==> src/rtl/flipflop_pkg.sv <==
// Shared definitions for the toggle-line decoder: frame state encoding and
// the default word width.
package flipflop_pkg;

  localparam int DEFAULT_WIDTH = 8;

  // Framing states. The encoding is fixed so that state values seen in
  // waveforms match across every block that imports this package.
  typedef enum logic [1:0] {
    HUNT = 2'd0,
    DATA = 2'd1,
    STOP = 2'd2
  } state_t;

endpackage : flipflop_pkg

==> src/rtl/t_word_fifo.sv <==
// Two-entry word buffer between the frame decoder and the consumer.
// It is built as a head/tail pair rather than a pointer-addressed array, so
// the head word and its valid flag are driven straight from flops. A word
// leaving the head moves the tail forward, and a push lands in the first
// free slot after any pop in the same cycle.
module t_word_fifo
  import flipflop_pkg::*;
#(
  parameter int WIDTH = DEFAULT_WIDTH
) (
  input  logic             clk,
  input  logic             rst,
  input  logic             push,
  input  logic [WIDTH-1:0] push_data,
  input  logic             pop,
  output logic [WIDTH-1:0] head,
  output logic             full,
  output logic             empty
);

  logic [WIDTH-1:0] head_q, head_d;
  logic [WIDTH-1:0] tail_q, tail_d;
  logic             head_v_q, head_v_d;
  logic             tail_v_q, tail_v_d;
  logic             pop_eff;
  logic             accept;

  assign full    = head_v_q & tail_v_q;
  assign empty   = ~head_v_q;
  assign head    = head_q;
  // A pop is only meaningful with a word at the head.
  assign pop_eff = pop & head_v_q;
  // When full, a push is taken only if the head leaves in the same cycle.
  assign accept  = push & (~full | pop_eff);

  // Next-state of the two slots: apply the pop first, then place the push.
  always_comb begin
    // NOTE: every combinational output gets a default before any branch,
    // so no path leaves a signal unassigned and no latch is inferred.
    head_d   = head_q;
    head_v_d = head_v_q;
    tail_d   = tail_q;
    tail_v_d = tail_v_q;
    if (pop_eff) begin
      head_d   = tail_q;
      head_v_d = tail_v_q;
      tail_d   = '0;
      tail_v_d = 1'b0;
    end
    if (accept) begin
      if (!head_v_d) begin
        head_d   = push_data;
        head_v_d = 1'b1;
      end else begin
        tail_d   = push_data;
        tail_v_d = 1'b1;
      end
    end
  end

  // Slot registers; empty slots always hold zero so the head reads 0 when empty.
  always_ff @(posedge clk or posedge rst) begin
    // NOTE: only two words of storage, so the slots are reset like ordinary
    // flops; this is what guarantees a zero head word straight out of reset.
    if (rst) begin
      head_q   <= '0;
      head_v_q <= 1'b0;
      tail_q   <= '0;
      tail_v_q <= 1'b0;
    end else begin
      head_q   <= head_d;
      head_v_q <= head_v_d;
      tail_q   <= tail_d;
      tail_v_q <= tail_v_d;
    end
  end

endmodule : t_word_fifo

==> src/rtl/t_stream_decoder.sv <==
// Receive-side decoder for a T-flip-flop driven serial line. Each strobed
// sample is compared with the previous one to recover the transmitted bit,
// bits are framed as start / WIDTH data bits (LSB first) / stop, and good
// words are queued in a two-entry buffer read through valid/ready.
module t_stream_decoder
  import flipflop_pkg::*;
#(
  parameter int WIDTH = DEFAULT_WIDTH
) (
  input  logic             CLK,
  input  logic             RST,
  input  logic             EN,
  input  logic             Q,
  output logic [WIDTH-1:0] DOUT,
  output logic             DOUT_VALID,
  input  logic             DOUT_READY,
  output logic             FERR,
  output logic             OVR,
  output logic             BUSY
);

  localparam int             CW        = $clog2(WIDTH + 1);
  localparam logic [CW-1:0]  CNT_FULL  = CW'(WIDTH);
  localparam logic [CW-1:0]  CNT_FINAL = CW'(WIDTH - 1);

  state_t           state_q, state_d;
  logic [CW-1:0]    cnt_q, cnt_d;
  logic [WIDTH-1:0] shift_q, shift_d;
  logic             q_prev;
  logic             t_bit;
  logic             push_word;
  logic             ferr_d;
  logic             ovr_d;
  logic             pop;
  logic             full;
  logic             empty;

  // Recovered bit: the line toggles exactly when a 1 was sent.
  assign t_bit = Q ^ q_prev;

  // Previous line sample, advanced only on strobe cycles. Resets to 0 to
  // match the transmitter flip-flop's own reset value.
  always_ff @(posedge CLK or posedge RST) begin
    // NOTE: sequential state uses non-blocking assignment so every flop
    // samples the pre-edge values, independent of block ordering.
    if (RST) q_prev <= 1'b0;
    else if (EN) q_prev <= Q;
  end

  // Framing state, bit counter and shift register.
  always_ff @(posedge CLK or posedge RST) begin
    if (RST) begin
      state_q <= HUNT;
      cnt_q   <= '0;
      shift_q <= '0;
    end else begin
      state_q <= state_d;
      cnt_q   <= cnt_d;
      shift_q <= shift_d;
    end
  end

  // Next-state logic; nothing moves on cycles without a strobe.
  always_comb begin
    state_d   = state_q;
    cnt_d     = cnt_q;
    shift_d   = shift_q;
    push_word = 1'b0;
    ferr_d    = 1'b0;
    if (EN) begin
      unique case (state_q)
        HUNT: begin
          if (t_bit) begin
            cnt_d   = '0;
            shift_d = '0;
            state_d = DATA;
          end
        end
        DATA: begin
          // LSB arrives first, so after WIDTH shifts it sits in bit 0.
          shift_d = {t_bit, shift_q[WIDTH-1:1]};
          cnt_d   = (cnt_q == CNT_FULL) ? cnt_q : cnt_q + CW'(1);
          if (cnt_q == CNT_FINAL) state_d = STOP;
        end
        STOP: begin
          // A 1 here is a framing error and is consumed, not taken as a start.
          if (t_bit) ferr_d    = 1'b1;
          else       push_word = 1'b1;
          state_d = HUNT;
        end
        default: state_d = HUNT;
      endcase
    end
  end

  assign pop   = DOUT_VALID & DOUT_READY;
  // A completed word is lost only when no slot is free and none frees up.
  assign ovr_d = push_word & full & ~pop;

  // One-cycle error pulses, registered off the stop-bit edge.
  always_ff @(posedge CLK or posedge RST) begin
    if (RST) begin
      FERR <= 1'b0;
      OVR  <= 1'b0;
    end else begin
      FERR <= ferr_d;
      OVR  <= ovr_d;
    end
  end

  t_word_fifo #(
    .WIDTH(WIDTH)
  ) u_fifo (
    .clk      (CLK),
    .rst      (RST),
    .push     (push_word),
    .push_data(shift_q),
    .pop      (pop),
    .head     (DOUT),
    .full     (full),
    .empty    (empty)
  );

  assign DOUT_VALID = ~empty;
  assign BUSY       = (state_q == DATA) || (state_q == STOP);

endmodule : t_stream_decoder

==> config.mk <==
export PLATFORM = sky130hd
export DESIGN_NAME = t_stream_decoder
export DESIGN_NICKNAME = d
export VERILOG_FILES = /design/src/rtl/flipflop_pkg.sv /design/src/rtl/t_word_fifo.sv /design/src/rtl/t_stream_decoder.sv
export SDC_FILE = /design/constraint.sdc
export NUM_CORES = 1
export LEC_CHECK = 0
export BUFFER_PORTS_ARGS = -buffer_cell sky130_fd_sc_hd__buf_2
export CORE_MARGIN = 3
export CORE_UTILIZATION = 50
export DETAILED_ROUTE_END_ITERATION = 7
export HOLD_SLACK_MARGIN = 0.02
export PLACE_DENSITY = 0.7
export REMOVE_ABC_BUFFERS = 1
export SKIP_CTS_REPAIR_TIMING = 1
export SYNTH_ARGS = -nofsm -noshare
export SYNTH_HDL_FRONTEND = slang
export SYNTH_SLANG_ARGS = --single-unit
==> constraint.sdc <==
create_clock -name CLK -period 2.35 [get_ports CLK]
set_input_delay 0.47 -clock CLK [delete_from_list [all_inputs] [get_ports CLK]]
set_output_delay 0.47 -clock CLK [all_outputs]
set_load 0.1 [all_outputs]
==> results of run 1 <==
## worst register-to-register path, cell delays in order (launching register included)
cell and delay [ps]:
dfrtp_1 410, inv_1 90, ha_1 400, o21ai_0 130, a21o_1 290, a31oi_1 260, o22ai_1 110
## through the flow
stage	std cells	power, mW	utilization (%)	setup slack, ps	area (um2)
detailed placement	193	1.35	59.2	575	1720
finish	200	1.66	61.1	406	1770
floorplan	133	1.23	-	414	1570
global placement	193	1.33	59.2	670	1720
CTS	200	1.68	61.1	388	1770
global route	200	1.78	61.1	318	1770
## where the power goes
group | internal, mW | total, mW | leakage [nW] | switching, mW
logic | 0.169 | 0.539 | 0.410 | 0.370
registers | 0.703 | 0.800 | 0.475 | 0.0964
clock network | 0.139 | 0.326 | 0.0341 | 0.188
## cell families after synthesis
logic type	synth area share, %
compound gates	21.5
xor+xnor	2.11
fa+ha+maj	3.90
buf+inv	3.98
flops	54.6
mux	6.32
simple gates	7.49
## flip-flops by register name, indices dropped and copies added (netlist names)
register,cells
u_fifo.tail_q,8
cnt_q,4
u_fifo.head_v_q,1
FERR,1
shift_q,8
state_q,2
u_fifo.tail_v_q,1
OVR,1
q_prev,1
u_fifo.head,8
## synth_stat cells
cell type,number
a32o_1,8
a21boi_2,1
clkbuf_1,2
mux2_2,1
buf_6,1
o22ai_1,1
and3_1,3
a41oi_1,2
inv_1,8
a32oi_1,1
xnor2_1,2
o221ai_1,1
nand2_1,13
a211oi_2,1
o21ai_2,1
buf_2,3
nand3_1,1
a21oi_1,4
ha_1,5
o21a_1,1
a31oi_1,1
a21o_1,2
nand2b_1,1
o21ai_0,13
a22o_1,8
and4b_1,1
nor2_1,4
mux2i_1,9
o211ai_1,1
nor2b_1,1
nor3_1,2
xor2_2,1
dfrtp_1,35
## cell type report
| class | instances | area [um2] |
|---|---|---|
| inverters | 8 | 30.0 |
| repair buffers | 18 | 95.1 |
| fillers | 248 | 1130 |
| flip-flops and latches | 35 | 876 |
| clock buffers | 6 | 51.3 |
| well taps | 42 | 52.6 |
| multi-input cells | 90 | 663 |
| clock inverters | 1 | 5.00 |
## worst max path at each step
| stage | slack, ps | end | depth (start not counted) |
|---|---|---|---|
| floorplan | 410 | u_fifo.head[0] | 3 |
| global placement | 670 | cnt_q[1] | 5 |
| detailed placement | 580 | cnt_q[1] | 6 |
| CTS | 390 | BUSY | 3 |
| global route | 320 | BUSY | 3 |
| finish | 410 | BUSY | 3 |
## layout by cell type (no fill, tap or decap), types with 2 or more instances in the layout
master / instances
dfrtp_1: 35
buf_2: 16
o21ai_0: 13
nand2_1: 13
mux2i_1: 9
inv_1: 8
a32o_1: 8
a22o_1: 8
ha_1: 5
clkbuf_4: 5
nor2_1: 4
a21oi_1: 4
and3_1: 3
xnor2_1: 2
a21o_1: 2
nor3_1: 2
a41oi_1: 2
buf_4: 2
## layer usage
metal | global-route usage, % | vias up
met5 | 0 | -
met4 | 6.34 | 0
met3 | 5.94 | 4
met2 | 25.4 | 30
met1 | 19.3 | 527
li1 | - | 547
==> metrics.yaml, run 1 <==
status:
  outcome: "complete, no violations"
routing:
  ant_nets: 0
  wl_per_cell_um: 14.1
  routed.top_layer: "met4"
  detail_route.first_pass.iterations: 4
  drc: 0
  wl_met1_um: 1240
  vias: 1108
  drt-initial-drc-count: 38
  wl_um: 2810
  viasPerCell: 5.54
  wl_met2_um: 1380
  route.met3.wl_um: 155
floorplan:
  core_um2: 2900
  fp-row-count: 19
  initial_core_util_pct: 55.3
  die_h_um: 62.6
  dieArea_um2: 3920
  pin_count: 17
  die_x_um: 62.6
worst_setup_path:
  r2r_setup_slack_ps: 550
  r2r_start: "state_q[1]"
  path_buf_inv: 2
  crit_path_max_fanout: 3
  slowest_stage: "buf_2"
  max_stage_delay_ps: 420
  endpoint_kind: "output port"
  rr_worst_depth: 6
  cp.arrival_ps: 1470
  cp-start-kind: "flop"
  path_delay_family: "buffers and inverters"
  critPathLaunch: "state_q[1]"
  crit_chain: "inv_1 -> ha_1 -> buf_2"
  critical_path_class: "reg -> out"
  cp.required_ps: 1880
  r2r_end: "cnt_q[1]"
logic_synthesis:
  postSynthCellCount: 139
  ys_warn_count: 0
  yosysTopAreaCell: "dfrtp_1"
  synth_top_area_share_pct: 54.6
  ys_seq_area_share_pct: 54.6
  avgSynthCellArea_um2: 11.5
  yosysUniqueCellTypes: 33
  syn_area_um2: 1600
  synth.area.top_cells: "dfrtp_1 (55%), mux2i_1 (5.6%), a32o_1 (5.0%)"
  ys_seq_elements: 35
placement:
  port_buffers: 16
  place.gp.congestion: 0.860
  dp_hpwl_um: 2000
power_and_ir_drop:
  power_leakage_nw: 0.919
  ir_drop_mv: 0.813
  powerDensity_nw_per_um2: 939
grt:
  overflow: 0
  antenna_found_initial: 0
  grt_pass1_vias: 1063
  grt_usage_pct: 15.9
  grt_max_degree: 36
  grt_pass1_wl_um: 4840
sta:
  finalSetupViolCount: 0
  fin_crit_sh_pct: 82.7
  rsz0062_at_grt: "false"
  relSlewSlack_pct: 66.9
  finalSetupTns_ps: 0
  drv_slew: 0
  worst_pin_slew_ps: 493
  fmax_mhz: 514
  finClkSkew_ps: 4.02
  hold_ws_ps: 214
  period_minus_slack_ps: 1940
  finalHoldViolCount: 0
clock_network:
  insertion_delay_ps: 330
  cts_buffers: 5
  cts-root-buf: "clkbuf_4"
  clkTransAtPathRegs_ps: 100
  htreeDepth: 2
  clock-sinks: 35
  cts_tree: "done"
  clock_path_buffers: 2
finish:
  area_growth_pct: 10.6
  final_nets: 168
  drive_gt1_share_pct: 19.0
  n_antenna_cell: 0
hold_path:
  hold_path_class: "in -> async"
run:
  timing.max_cap.violations: 0
No activity file was read; power rests on OpenSTA's default activity.
==> run 2: changes to the inputs <==
Settings changed: ABC_AREA set to 1, PLACE_DENSITY 0.7 to 0.69.
Clock period 2.35 ns to 1.8 ns, I/O delays scaled along.
==> metrics.yaml, run 2 <==
sta:
  drv_slew: 0  # unchanged
  period_minus_slack_ps: 1670
  worst_pin_slew_ps: 487  # was 493 ps
  fmax_mhz: 599
  finalSetupViolCount: 0  # unchanged
  fin_crit_sh_pct: 92.7
  finClkSkew_ps: 3.32  # was 4.02 ps
  finalHoldViolCount: 0  # unchanged
  rsz0062_at_grt: "false"  # unchanged
  relSlewSlack_pct: 67.8  # was 66.9%
grt:
  grt_usage_pct: 17.2  # was 15.9%
  antenna_found_initial: 0  # unchanged
  grt_pass1_wl_um: 5730  # was 4840 um
  overflow: 0  # unchanged
  grt_pass1_vias: 1295  # was 1,063
  grt_max_degree: 36  # unchanged
floorplan:
  fp-row-count: 21  # was 19
  core_um2: 3440  # was 2900 um2
  die_h_um: 66.6  # was 62.6 um
  die_x_um: 66.6  # was 62.6 um
  initial_core_util_pct: 53.3  # was 55.3%
  dieArea_um2: 4430  # was 3920 um2
  pin_count: 17  # unchanged
worst_setup_path:
  critical_path_class: "reg -> out"  # unchanged
  endpoint_kind: "output port"  # unchanged
  crit_path_max_fanout: 3  # unchanged
  rr_worst_depth: 8  # was 6
  cp.required_ps: 1440  # was 1880 ps
  cp-start-kind: "flop"  # unchanged
  cp.arrival_ps: 1310  # was 1470 ps
finish:
  layout_common_cells: "nand2_1 (82), dfrtp_1 (35), inv_1 (31)"  # was dfrtp_1 (35), buf_2 (16), o21ai_0 (13), nand2_1 (13), mux2i_1 (9)
  design_area_um2: 2040  # was 1770 um2
  post-route-util_pct: 59.3  # was 61.1%
  final_nets: 257  # was 168
  drive_gt1_share_pct: 19.4  # was 19.0%
  n_antenna_cell: 0  # unchanged
  area_growth_pct: 11.2  # was 10.6%
  layout_commonest_cell: "nand2_1"  # was dfrtp_1
  layout.cells.non_filler: 293  # was 200
power_and_ir_drop:
  power_leakage_nw: 1.07  # was 0.919 nW
  powerDensity_nw_per_um2: 1310  # was 939 nW/um2
  ir_drop_mv: 1.47  # was 0.813 mV
routing:
  drc: 0  # unchanged
  viasPerCell: 4.76  # was 5.54
  detail_route.first_pass.iterations: 4  # unchanged
  ant_nets: 0  # unchanged
  vias: 1396  # was 1,108
  wl_um: 3200  # was 2810 um
  drt-initial-drc-count: 105  # was 38
  wl_per_cell_um: 10.9  # was 14.1 um
run:
  timing.max_cap.violations: 0  # unchanged
placement:
  dp_hpwl_um: 2230  # was 2000 um
  dp.cells: 286  # was 193
  port_buffers: 16  # unchanged
  place.gp.congestion: 0.754  # was 0.860
  dpl_cell_area_um2: 1950  # was 1720 um2
logic_synthesis:
  synth_edf_count: 0  # unchanged
  ys_seq_elements: 35  # unchanged
  synth-main-ff-cell: "dfrtp_1"  # unchanged
  synth_top_area_share_pct: 47.7  # was 54.6%
  ys_top_cells_by_count: "nand2_1 (82), dfrtp_1 (35), inv_1 (31), o21ai_0 (14), nand3_1 (13)"  # was dfrtp_1 (35), nand2_1 (13), o21ai_0 (13), mux2i_1 (9)
  syn_area_um2: 1830  # was 1600 um2
  yosysUniqueCellTypes: 21  # was 33
  synth.area.top_cells: "dfrtp_1 (48%), nand2_1 (17%), inv_1 (6.3%)"  # was dfrtp_1 (55%), mux2i_1 (5.6%), a32o_1 (5.0%)
  avgSynthCellArea_um2: 8.08  # was 11.5 um2
  yosysTopAreaCell: "dfrtp_1"  # unchanged
  postSynthCellCount: 227  # was 139
  ys_seq_area_share_pct: 47.7  # was 54.6%
  ys_warn_count: 0  # unchanged
  ys_async_sr_fraction_pct: 100  # unchanged
  synth.most_common_cell: "nand2_1"  # was dfrtp_1
clock_network:
  insertion_delay_ps: 280  # was 330 ps
  clock-sinks: 35  # unchanged
  cts_buffers: 5  # unchanged
  cts_tree: "done"  # unchanged
  clkTransAtPathRegs_ps: 70  # was 100 ps
  cts-root-buf: "clkbuf_8"  # was clkbuf_4
  clock_path_buffers: 2  # unchanged
  htreeDepth: 2  # unchanged
hold_path:
  hold_path_class: "in -> async"  # unchanged
status:
  outcome: "complete, no violations"  # unchanged
-- run 2: cell types whose count changed in the layout (fill, tap and decap cells not counted), sizes merged, moves of 3 or more --
cell / delta
nand2: +78
nand3: +13
inv: +25
a22o: -8
a32o: -8
mux2i: -9
nor2: +7
o22ai: +6
o21ai: +8
and3: -3
-- run 2: through the flow --
stage	setup TNS (ps)	hold slack (ps)	setup WS, ps	power [mW]
floorplan	-2620	449	-229	1.92
detailed placement	0	479	332	2.11
CTS	0	175	21.0	2.68
global route	0	198	81.0	2.85
global placement	0	477	357	2.10
finish	0	166	131	2.66
-- run 2: where the power goes --
part / leakage, nW / switching (mW) / internal (mW) / total, mW
Combinational: 0.544 / 0.829 / 0.258 / 1.09
Clock: 0.0470 / 0.266 / 0.300 / 0.566
Sequential: 0.480 / 0.0967 / 0.914 / 1.01
-- run 2: path summary, 6_finish.rpt --
path	start	endpoint	slack (ps)
max	state_q[0]	BUSY	130
min	RST	u_fifo.tail_v_q	170
max reg2reg	state_q[1]	cnt_q[1]	340
min reg2reg	shift_q[2]	shift_q[1]	490
max in group asynchronous	RST	shift_q[3]	1330
min in group CLK	Q	q_prev	340
-- run 2: final cells by class --
| cell class | count | area [um2] |
|---|---|---|
| Clock buffer | 6 | 82.6 |
| Fill cell | 318 | 1400 |
| Clock inverter | 1 | 5.00 |
| Multi-Input combinational cell | 153 | 790 |
| Sequential cell | 35 | 876 |
| Inverter | 33 | 124 |
| Tap cell | 46 | 57.6 |
| Timing Repair Buffer | 19 | 105 |
-- run 2: worst max-delay path, stage by stage (launching register included) --
cell and delay (ps):
dfrtp_1 370, inv_1 70, ha_1 270, clkbuf_4 320
-- run 2: metal layers --
layer / GRT usage (%) / share of wire (%) / vias up
met5: 0 / 0 / -
met4: 9.90 / 2.4 / 0
met3: 4.05 / 3.2 / 7
met2: 27.6 / 45 / 21
met1: 21.0 / 49 / 631
li1: - / - / 737
-- run 2: kinds of logic after synthesis --
kind of cell | Yosys count | share of synthesized area (%)
DFF | 35 | 47.7
adders and majority gates | 5 | 3.41
and+or+nand+nor | 116 | 28.6
xor gates and xnor gates | 1 | 0.478
buffers and inverters | 39 | 9.21
AOI/OAI and AO/OA | 31 | 10.6
